$ cat src/rtl/div_pkg.sv
// Shared types and helpers for the iterative absolute-value divider.
package div_pkg;

  // One-hot controller states.
  typedef enum logic [3:0] {
    S_IDLE = 4'b0001,
    S_CALC = 4'b0010,
    S_FIX  = 4'b0100,
    S_DONE = 4'b1000
  } div_state_t;

  // Widest operand the width-generic helpers below can handle.
  localparam int MAX_WIDTH = 64;

  // Number of CALC cycles needed to resolve every quotient bit.
  function automatic int calc_steps(input int data_width, input int step_bits);
    return data_width / step_bits;
  endfunction

  // Mask with the low 'width' bits set.
  function automatic logic [MAX_WIDTH-1:0] width_mask(input int width);
    logic [MAX_WIDTH-1:0] m;
    m = '0;
    for (int i = 0; i < MAX_WIDTH; i++) begin
      if (i < width) begin
        m = m | (64'd1 << i);
      end
    end
    return m;
  endfunction

  // Two's-complement negation confined to 'width' bits.
  function automatic logic [MAX_WIDTH-1:0] negate_w(input logic [MAX_WIDTH-1:0] value,
                                                    input int width);
    return (~value + 64'd1) & width_mask(width);
  endfunction

  // Magnitude of a 'width'-bit two's-complement value; MIN maps to 2^(width-1).
  function automatic logic [MAX_WIDTH-1:0] abs_w(input logic [MAX_WIDTH-1:0] value,
                                                 input int width);
    logic [MAX_WIDTH-1:0] masked;
    masked = value & width_mask(width);
    if (masked[6'(width - 1)]) begin
      return negate_w(masked, width);
    end
    return masked;
  endfunction

endpackage

$ cat src/rtl/div_nnbit_abs_step.sv
// One restoring-division step: trial-subtract the divisor from the already
// shifted partial remainder and keep the difference when it does not borrow.
module div_nnbit_abs_step #(
  parameter int DATA_WIDTH = 8
) (
  input  logic [DATA_WIDTH:0] rem_in,
  input  logic [DATA_WIDTH:0] divisor,
  output logic [DATA_WIDTH:0] rem_out,
  output logic                q_bit
);

  logic [DATA_WIDTH+1:0] diff;

  // Extra top bit of the difference acts as the borrow flag.
  always_comb begin
    diff    = {1'b0, rem_in} - {1'b0, divisor};
    q_bit   = ~diff[DATA_WIDTH+1];
    rem_out = q_bit ? diff[DATA_WIDTH:0] : rem_in;
  end

endmodule

$ cat src/rtl/div_nnbit_snn_abs_itera.sv
// Iterative restoring divider on magnitudes, STEP_BITS quotient bits per
// cycle, with valid/ready on both sides, kill, and fixed results for
// divide-by-zero and signed overflow.
module div_nnbit_snn_abs_itera
  import div_pkg::*;
#(
  parameter int DATA_WIDTH = 8,
  parameter int STEP_BITS  = 1
) (
  input  logic                  i_clk,
  input  logic                  i_rst,
  input  logic                  i_valid,
  output logic                  o_ready,
  input  logic                  i_signed,
  input  logic [DATA_WIDTH-1:0] i_num_x,
  input  logic [DATA_WIDTH-1:0] i_num_y,
  input  logic                  i_kill,
  output logic                  o_valid,
  input  logic                  i_ready,
  output logic [DATA_WIDTH-1:0] o_res,
  output logic [DATA_WIDTH-1:0] o_rem
);

  localparam int K     = calc_steps(DATA_WIDTH, STEP_BITS);
  localparam int CNT_W = (K > 1) ? $clog2(K) : 1;
  localparam logic [DATA_WIDTH-1:0] MIN_VAL  = {1'b1, {(DATA_WIDTH-1){1'b0}}};
  localparam logic [DATA_WIDTH-1:0] ALL_ONES = '1;

  div_state_t state_reg, state_next;

  logic                  accept;
  logic                  x_msb, y_msb, is_zero, is_ovf, last_step;
  logic [DATA_WIDTH-1:0] x_mag, y_mag;
  logic                  signed_reg, q_sign_reg, r_sign_reg, zero_reg, ovf_reg;
  logic [DATA_WIDTH-1:0] x_raw_reg;
  logic [DATA_WIDTH:0]   div_reg, rem_reg;
  logic [DATA_WIDTH-1:0] quo_reg;
  logic [CNT_W-1:0]      cnt_reg;
  logic [DATA_WIDTH:0]   rem_step;
  logic [DATA_WIDTH-1:0] quo_step;
  logic [DATA_WIDTH-1:0] res_fix, rem_fix;

  assign o_ready   = (state_reg == S_IDLE) && !i_rst;
  assign accept    = i_valid && o_ready;
  assign x_msb     = i_num_x[DATA_WIDTH-1];
  assign y_msb     = i_num_y[DATA_WIDTH-1];
  assign x_mag     = i_signed ? DATA_WIDTH'(abs_w(64'(i_num_x), DATA_WIDTH)) : i_num_x;
  assign y_mag     = i_signed ? DATA_WIDTH'(abs_w(64'(i_num_y), DATA_WIDTH)) : i_num_y;
  assign is_zero   = (i_num_y == '0);
  assign is_ovf    = i_signed && (i_num_x == MIN_VAL) && (i_num_y == ALL_ONES);
  assign last_step = (cnt_reg == CNT_W'(K - 1));

  // Step chain: quo_reg starts as |x| and shifts left, feeding dividend bits
  // into the remainder from the top while quotient bits enter at the bottom.
  genvar gi;
  generate
    for (gi = 0; gi < STEP_BITS; gi++) begin : g_step
      logic [DATA_WIDTH:0]   rem_in_s, trial_s, rem_out_s;
      logic [DATA_WIDTH-1:0] quo_in_s, quo_out_s;
      logic                  q_bit_s;

      if (gi == 0) begin : g_first
        assign rem_in_s = rem_reg;
        assign quo_in_s = quo_reg;
      end else begin : g_next
        assign rem_in_s = g_step[gi-1].rem_out_s;
        assign quo_in_s = g_step[gi-1].quo_out_s;
      end

      assign trial_s = (rem_in_s << 1) | (DATA_WIDTH+1)'(quo_in_s[DATA_WIDTH-1]);

      div_nnbit_abs_step #(
        .DATA_WIDTH(DATA_WIDTH)
      ) u_step (
        .rem_in (trial_s),
        .divisor(div_reg),
        .rem_out(rem_out_s),
        .q_bit  (q_bit_s)
      );

      assign quo_out_s = {quo_in_s[DATA_WIDTH-2:0], q_bit_s};
    end
  endgenerate

  assign rem_step = g_step[STEP_BITS-1].rem_out_s;
  assign quo_step = g_step[STEP_BITS-1].quo_out_s;

  // Final result selection: special cases first, then sign correction.
  always_comb begin
    res_fix = quo_reg;
    rem_fix = rem_reg[DATA_WIDTH-1:0];
    if (zero_reg) begin
      res_fix = ALL_ONES;
      rem_fix = x_raw_reg;
    end else if (ovf_reg) begin
      res_fix = MIN_VAL;
      rem_fix = '0;
    end else begin
      if (signed_reg && q_sign_reg) begin
        res_fix = DATA_WIDTH'(negate_w(64'(quo_reg), DATA_WIDTH));
      end
      if (signed_reg && r_sign_reg) begin
        rem_fix = DATA_WIDTH'(negate_w(64'(rem_reg[DATA_WIDTH-1:0]), DATA_WIDTH));
      end
    end
  end

  // Next-state logic; kill only matters while a result is still in flight.
  always_comb begin
    state_next = state_reg;
    case (state_reg)
      S_IDLE: if (accept) state_next = (is_zero || is_ovf) ? S_FIX : S_CALC;
      S_CALC: begin
        if (i_kill) state_next = S_IDLE;
        else if (last_step) state_next = S_FIX;
      end
      S_FIX:  state_next = i_kill ? S_IDLE : S_DONE;
      S_DONE: if (i_ready) state_next = S_IDLE;
      default: state_next = S_IDLE;
    endcase
  end

  // State register.
  always_ff @(posedge i_clk) begin
    if (i_rst) state_reg <= S_IDLE;
    else       state_reg <= state_next;
  end

  // Operand capture, iteration, result formation and output hold.
  always_ff @(posedge i_clk) begin
    if (i_rst) begin
      signed_reg <= 1'b0;
      q_sign_reg <= 1'b0;
      r_sign_reg <= 1'b0;
      zero_reg   <= 1'b0;
      ovf_reg    <= 1'b0;
      x_raw_reg  <= '0;
      div_reg    <= '0;
      rem_reg    <= '0;
      quo_reg    <= '0;
      cnt_reg    <= '0;
      o_valid    <= 1'b0;
      o_res      <= '0;
      o_rem      <= '0;
    end else begin
      case (state_reg)
        S_IDLE: begin
          if (accept) begin
            signed_reg <= i_signed;
            q_sign_reg <= i_signed & (x_msb ^ y_msb);
            r_sign_reg <= i_signed & x_msb;
            zero_reg   <= is_zero;
            ovf_reg    <= is_ovf;
            x_raw_reg  <= i_num_x;
            div_reg    <= {1'b0, y_mag};
            rem_reg    <= '0;
            quo_reg    <= x_mag;
            cnt_reg    <= '0;
          end
        end
        S_CALC: begin
          if (!i_kill) begin
            rem_reg <= rem_step;
            quo_reg <= quo_step;
            cnt_reg <= cnt_reg + CNT_W'(1);
          end
        end
        S_FIX: begin
          if (!i_kill) begin
            o_valid <= 1'b1;
            o_res   <= res_fix;
            o_rem   <= rem_fix;
          end
        end
        S_DONE: begin
          if (i_ready) begin
            o_valid <= 1'b0;
            o_res   <= '0;
            o_rem   <= '0;
          end
        end
        default: ;
      endcase
    end
  end

endmodule
$ cat config.mk
export PLATFORM = sky130hd
export DESIGN_NAME = div_nnbit_snn_abs_itera
export DESIGN_NICKNAME = d
export VERILOG_FILES = /design/src/rtl/div_pkg.sv /design/src/rtl/div_nnbit_abs_step.sv /design/src/rtl/div_nnbit_snn_abs_itera.sv
export SDC_FILE = /design/constraint.sdc
export NUM_CORES = 1
export LEC_CHECK = 0
export ABC_AREA = 1
export ABC_CLOCK_PERIOD_IN_PS = 1700
export CAP_MARGIN = 20
export CORE_MARGIN = 2
export CORE_UTILIZATION = 23
export CTS_BUF_LIST = sky130_fd_sc_hd__clkbuf_8
export CTS_CLUSTER_SIZE = 20
export DETAILED_ROUTE_END_ITERATION = 8
export GPL_TIMING_DRIVEN = 1
export HOLD_SLACK_MARGIN = 0.08
export PLACE_DENSITY = 0.39
export SYNTH_ARGS = -nofsm -noshare
export SYNTH_HDL_FRONTEND = slang
export SYNTH_SLANG_ARGS = --single-unit
$ cat constraint.sdc
create_clock -name i_clk -period 1.7 [get_ports i_clk]
set_clock_uncertainty 0.15 [all_clocks]
set_input_delay 0.17 -clock i_clk [delete_from_list [all_inputs] [get_ports i_clk]]
set_output_delay 0.17 -clock i_clk [all_outputs]
set_load 0.02 [all_outputs]
==> summary.md <==
| Metric | Value |
|---|---|
| Run status | finished with violations |
| Failing checks | negative setup slack |
| Antenna violations before repair | 0 |
| Max incr delay on CP | 0.34 ns |
| CTS Buf Count | 9 |
| Clock-pin slew on the worst setup and hold paths | 0.07 ns |
| Seq cells post-synth | a little over 60 |
| Net Sw Power | around 1800 µW |
| Post-synth EDFFs | 0 |
| Vias in the first global route | 3715 |
| DRC viols | 0 |
| Setup ws final | -0.00161 ns |
| Cell breakdown of the critical path | inv_4, ha_4, nand2_4, nor2_4, nand3_4, buf_6, nand4_1, nand3_2, a21oi_2 |
| DP HPWL | 9.55 mm |
| Routed wire per std cell | 13.4 µm |
| Cells on worst reg2reg path | 9 |
| Hold Vio Cnt, Final | 0 |
| Die height | between 100 and 150 µm |
| Relative slew margins | 0.826 |
| Share of cells above drive strength 1 | 0.306 |
| Post-synthesis cell type count | 33 |
| Leakage | around 0.0025 µW |
| Routed metal-1 wire length | 5.99 mm |
| GRT Util Overall | 0.141 |
| Placer Congestion | 0.805 |
| Power Density | just over 900 nW/µm² |
| Top cells by area, synth | dfxtp_1 33%, nand2_1 15%, nand3_1 8.5%, a21oi_1 8.1%, inv_1 6.8% |
| Initial core utilization | 0.235 |
| Reg2reg start | div_reg[6] |
| Pre-antenna DRT Iters | 4 |
| Max Buffers Root-to-Sink | 2 |
| Area of the die | 17200 µm² |
| TritonCTS clock tree | yes |
| Reg-to-Reg End | g_step[0].rem_in_s[0] |
| Fin crit share | 1.00 |
| Switching share of total power | 0.356 |
| Global route overflow | 0 |
| Ys flop type | dfxtp_1 |
| Pint | 3340 µW |
| CP Class | reg2reg |
| Area Growth Syn to Fin | 51.8% |
| Synth Cell Area | approximately 3700 µm² |
| Crit path from | div_reg[6] |
| Part of the power in registers | 0.327 |
| Required @ worst endpoint | 1.84 ns |
| Slew Limit Fails | 0 |
| Count leader, synth | nand2_1 |
| Post-Syn Nets | 606 |
| # IOs | 40 |
| H-tree depth | 3 |
| Critical Path Fanout Max | 8 |
| RSZ-0062 raised after global routing | yes |
| Reg2reg setup slack | -0.002 ns |
| # setup viols final | 1 |
| Setup crit end kind | flop |
| Die width | 131 µm |
| DRT iter0 DRCs | 159 |
| Area leader, netlist | dfxtp_1 |
| Final wirelength | around 12 mm |
| Tightest Pin Transition | roughly 0.26 ns |
| Antenna-violating nets left | 0 |
| Slowest CP cell | dfxtp_2 |
| Met3 routed WL | approximately 650 µm |
| CTS Root Cell | clkbuf_8 |
| Area occupied by multi-input gates | about 2500 µm² |
| Largest net degree at the start of global routing | 21 |
| Clock Power Share | 0.284 |
| Placed insts | between 800 and 900 |
| Critical Path Start Type | flop |
| Logic pwr share | 0.389 |
| Commonest cells in the synthesized netlist | 150 x nand2_1, 67 x inv_1, 63 x nand3_1, 61 x dfxtp_1, 60 x a21oi_1 |
| FILL cells | 1729 |
| Port Buf Inserts | 39 |
| Post-synthesis cell count | 568 |
| Via count | 4073 |
| Row count | 46 |
| VDD IR max | 339 µV |
| Top sig layer | met4 |
| Syn avg cell area | 6.55 µm² |
| First-pass GRT wire length | 19.3 mm |
| Pre-CTS setup slack | -0.192 ns |
| Non-filler cells, final | 919 |
| Fmax | between 0.5 and 0.6 GHz |
| Layout Nets | ~740 |
| Fin crit period | 1.70 ns |
| Sequential cell area | 1230 µm² |
| Vias per Instance | 4.43 |
| End point of the critical path | g_step[0].rem_in_s[0] |
| Core ar. | 15800 µm² |
| Arr. time, crit path | 1.84 ns |
| Clk sinks | 61 |
| Seq/Total Area, Yosys | 0.328 |
| Fraction of registers with async set/reset | 0 |
| Finished Core Util | 0.357 |
| DR WL met2 | 5.54 mm |
| Area share of the largest cell type after synthesis | 0.328 |
| Diode count | 0 |
| Max cap viols | 0 |
| Clock Latency Late Sink | 0.36 ns |
| Hold/Removal Path Class | reg2reg |
| Warnings, synthesis | 0 |
-- layer usage --
metal	GRT usage	up-vias
met3	0.0305	10
met4	0.0362	0
met1	0.204	1840
li1	-	2146
met2	0.213	77
met5	0	-
-- metrics by stage --
step / setup TNS [ns] / power, µW / instance area [µm²] / hold slack, ns
2_1_floorplan: 0 / 2690 / 3740 / 0.130
3_3_place_gp: -4.32 / 3440 / 4980 / 0.300
3_5_place_dp: -4.53 / 3440 / 4980 / 0.304
4_1_cts: -0.0273 / 5050 / 5380 / 0.315
5_1_grt: -0.618 / 5530 / 5650 / 0.332
6_report: -0.00161 / 5180 / 5650 / 0.313
-- critical path: cells and delay by family (launching register included) --
family / cells / cell delay [ns]
flops: 1 / 0.34
compound gates: 1 / 0.14
simple gates: 5 / 0.52
buf+inv: 2 / 0.20
fa+ha+maj: 1 / 0.28
-- cells in the final DEF (no fill, tap or decap), types with 7 or more instances in the layout --
master	netlist	layout
buf_4	0	88
nand2_2	2	19
a21oi_1	60	51
o21ai_0	41	32
nor2_1	37	33
clkdlybuf4s50_1	0	38
xor2_1	8	8
nand2_1	150	127
clkbuf_8	0	10
dfxtp_1	61	50
nand3_2	4	15
o21ai_1	1	8
inv_1	67	57
nand3_1	63	50
ha_1	15	7
dfxtp_2	0	11
nand4_1	13	13
a21oi_2	0	9
inv_2	3	11
ha_4	0	8
-- power groups by stage --
| stage | clock network (µW) | registers [µW] | logic (µW) |
|---|---|---|---|
| 2_1_floorplan | 0 | 1670 | 1020 |
| 3_3_place_gp | 0 | 1700 | 1730 |
| 3_5_place_dp | 0 | 1710 | 1730 |
| 4_1_cts | 1510 | 1680 | 1860 |
| 5_1_grt | 1570 | 1710 | 2240 |
| 6_report | 1470 | 1690 | 2020 |
-- worst min-delay path by stage --
stage               startpoint  slack, ns  cells after the start            to
global placement       o_valid       0.30                      2       o_valid
detailed placement    o_rem[7]       0.30                      2      o_rem[7]
finish                o_rem[0]       0.31                      2      o_rem[0]
global route          o_res[7]       0.33                      2      o_res[7]
CTS                   o_rem[7]       0.32                      2      o_rem[7]
floorplan           i_num_x[7]       0.13                      2  x_raw_reg[7]
-- cell families (layout without fill, tap and decap cells) --
group	Yosys count	in the layout	synth area share
compound gates	113	113	0.164
buf+inv	87	220	0.0975
fa+ha+maj	16	16	0.0558
simple gates	283	285	0.336
flops	61	61	0.328
xor+xnor	8	8	0.0188
-- cell type report --
cell class                      instances  share of cell area
Multi-Input combinational cell        422               0.444
Sequential cell                        61               0.219
Timing Repair Buffer                  132               0.199
Inverter                               71              0.0494
Tap cell                              216              0.0478
Clock buffer                           10              0.0244
Clock inverter                          5              0.0135
Timing Repair inverter                  2             0.00266
-- repair_timing --
action                     4_1_cts  5_1_grt
buffers inserted                 1        5
pin swaps                       21       42
setup endpoints to repair       28       35
hold buffers                     0        0
cloned                           1        3
resized for setup               49       68
Power figures use the tool's default switching activity.
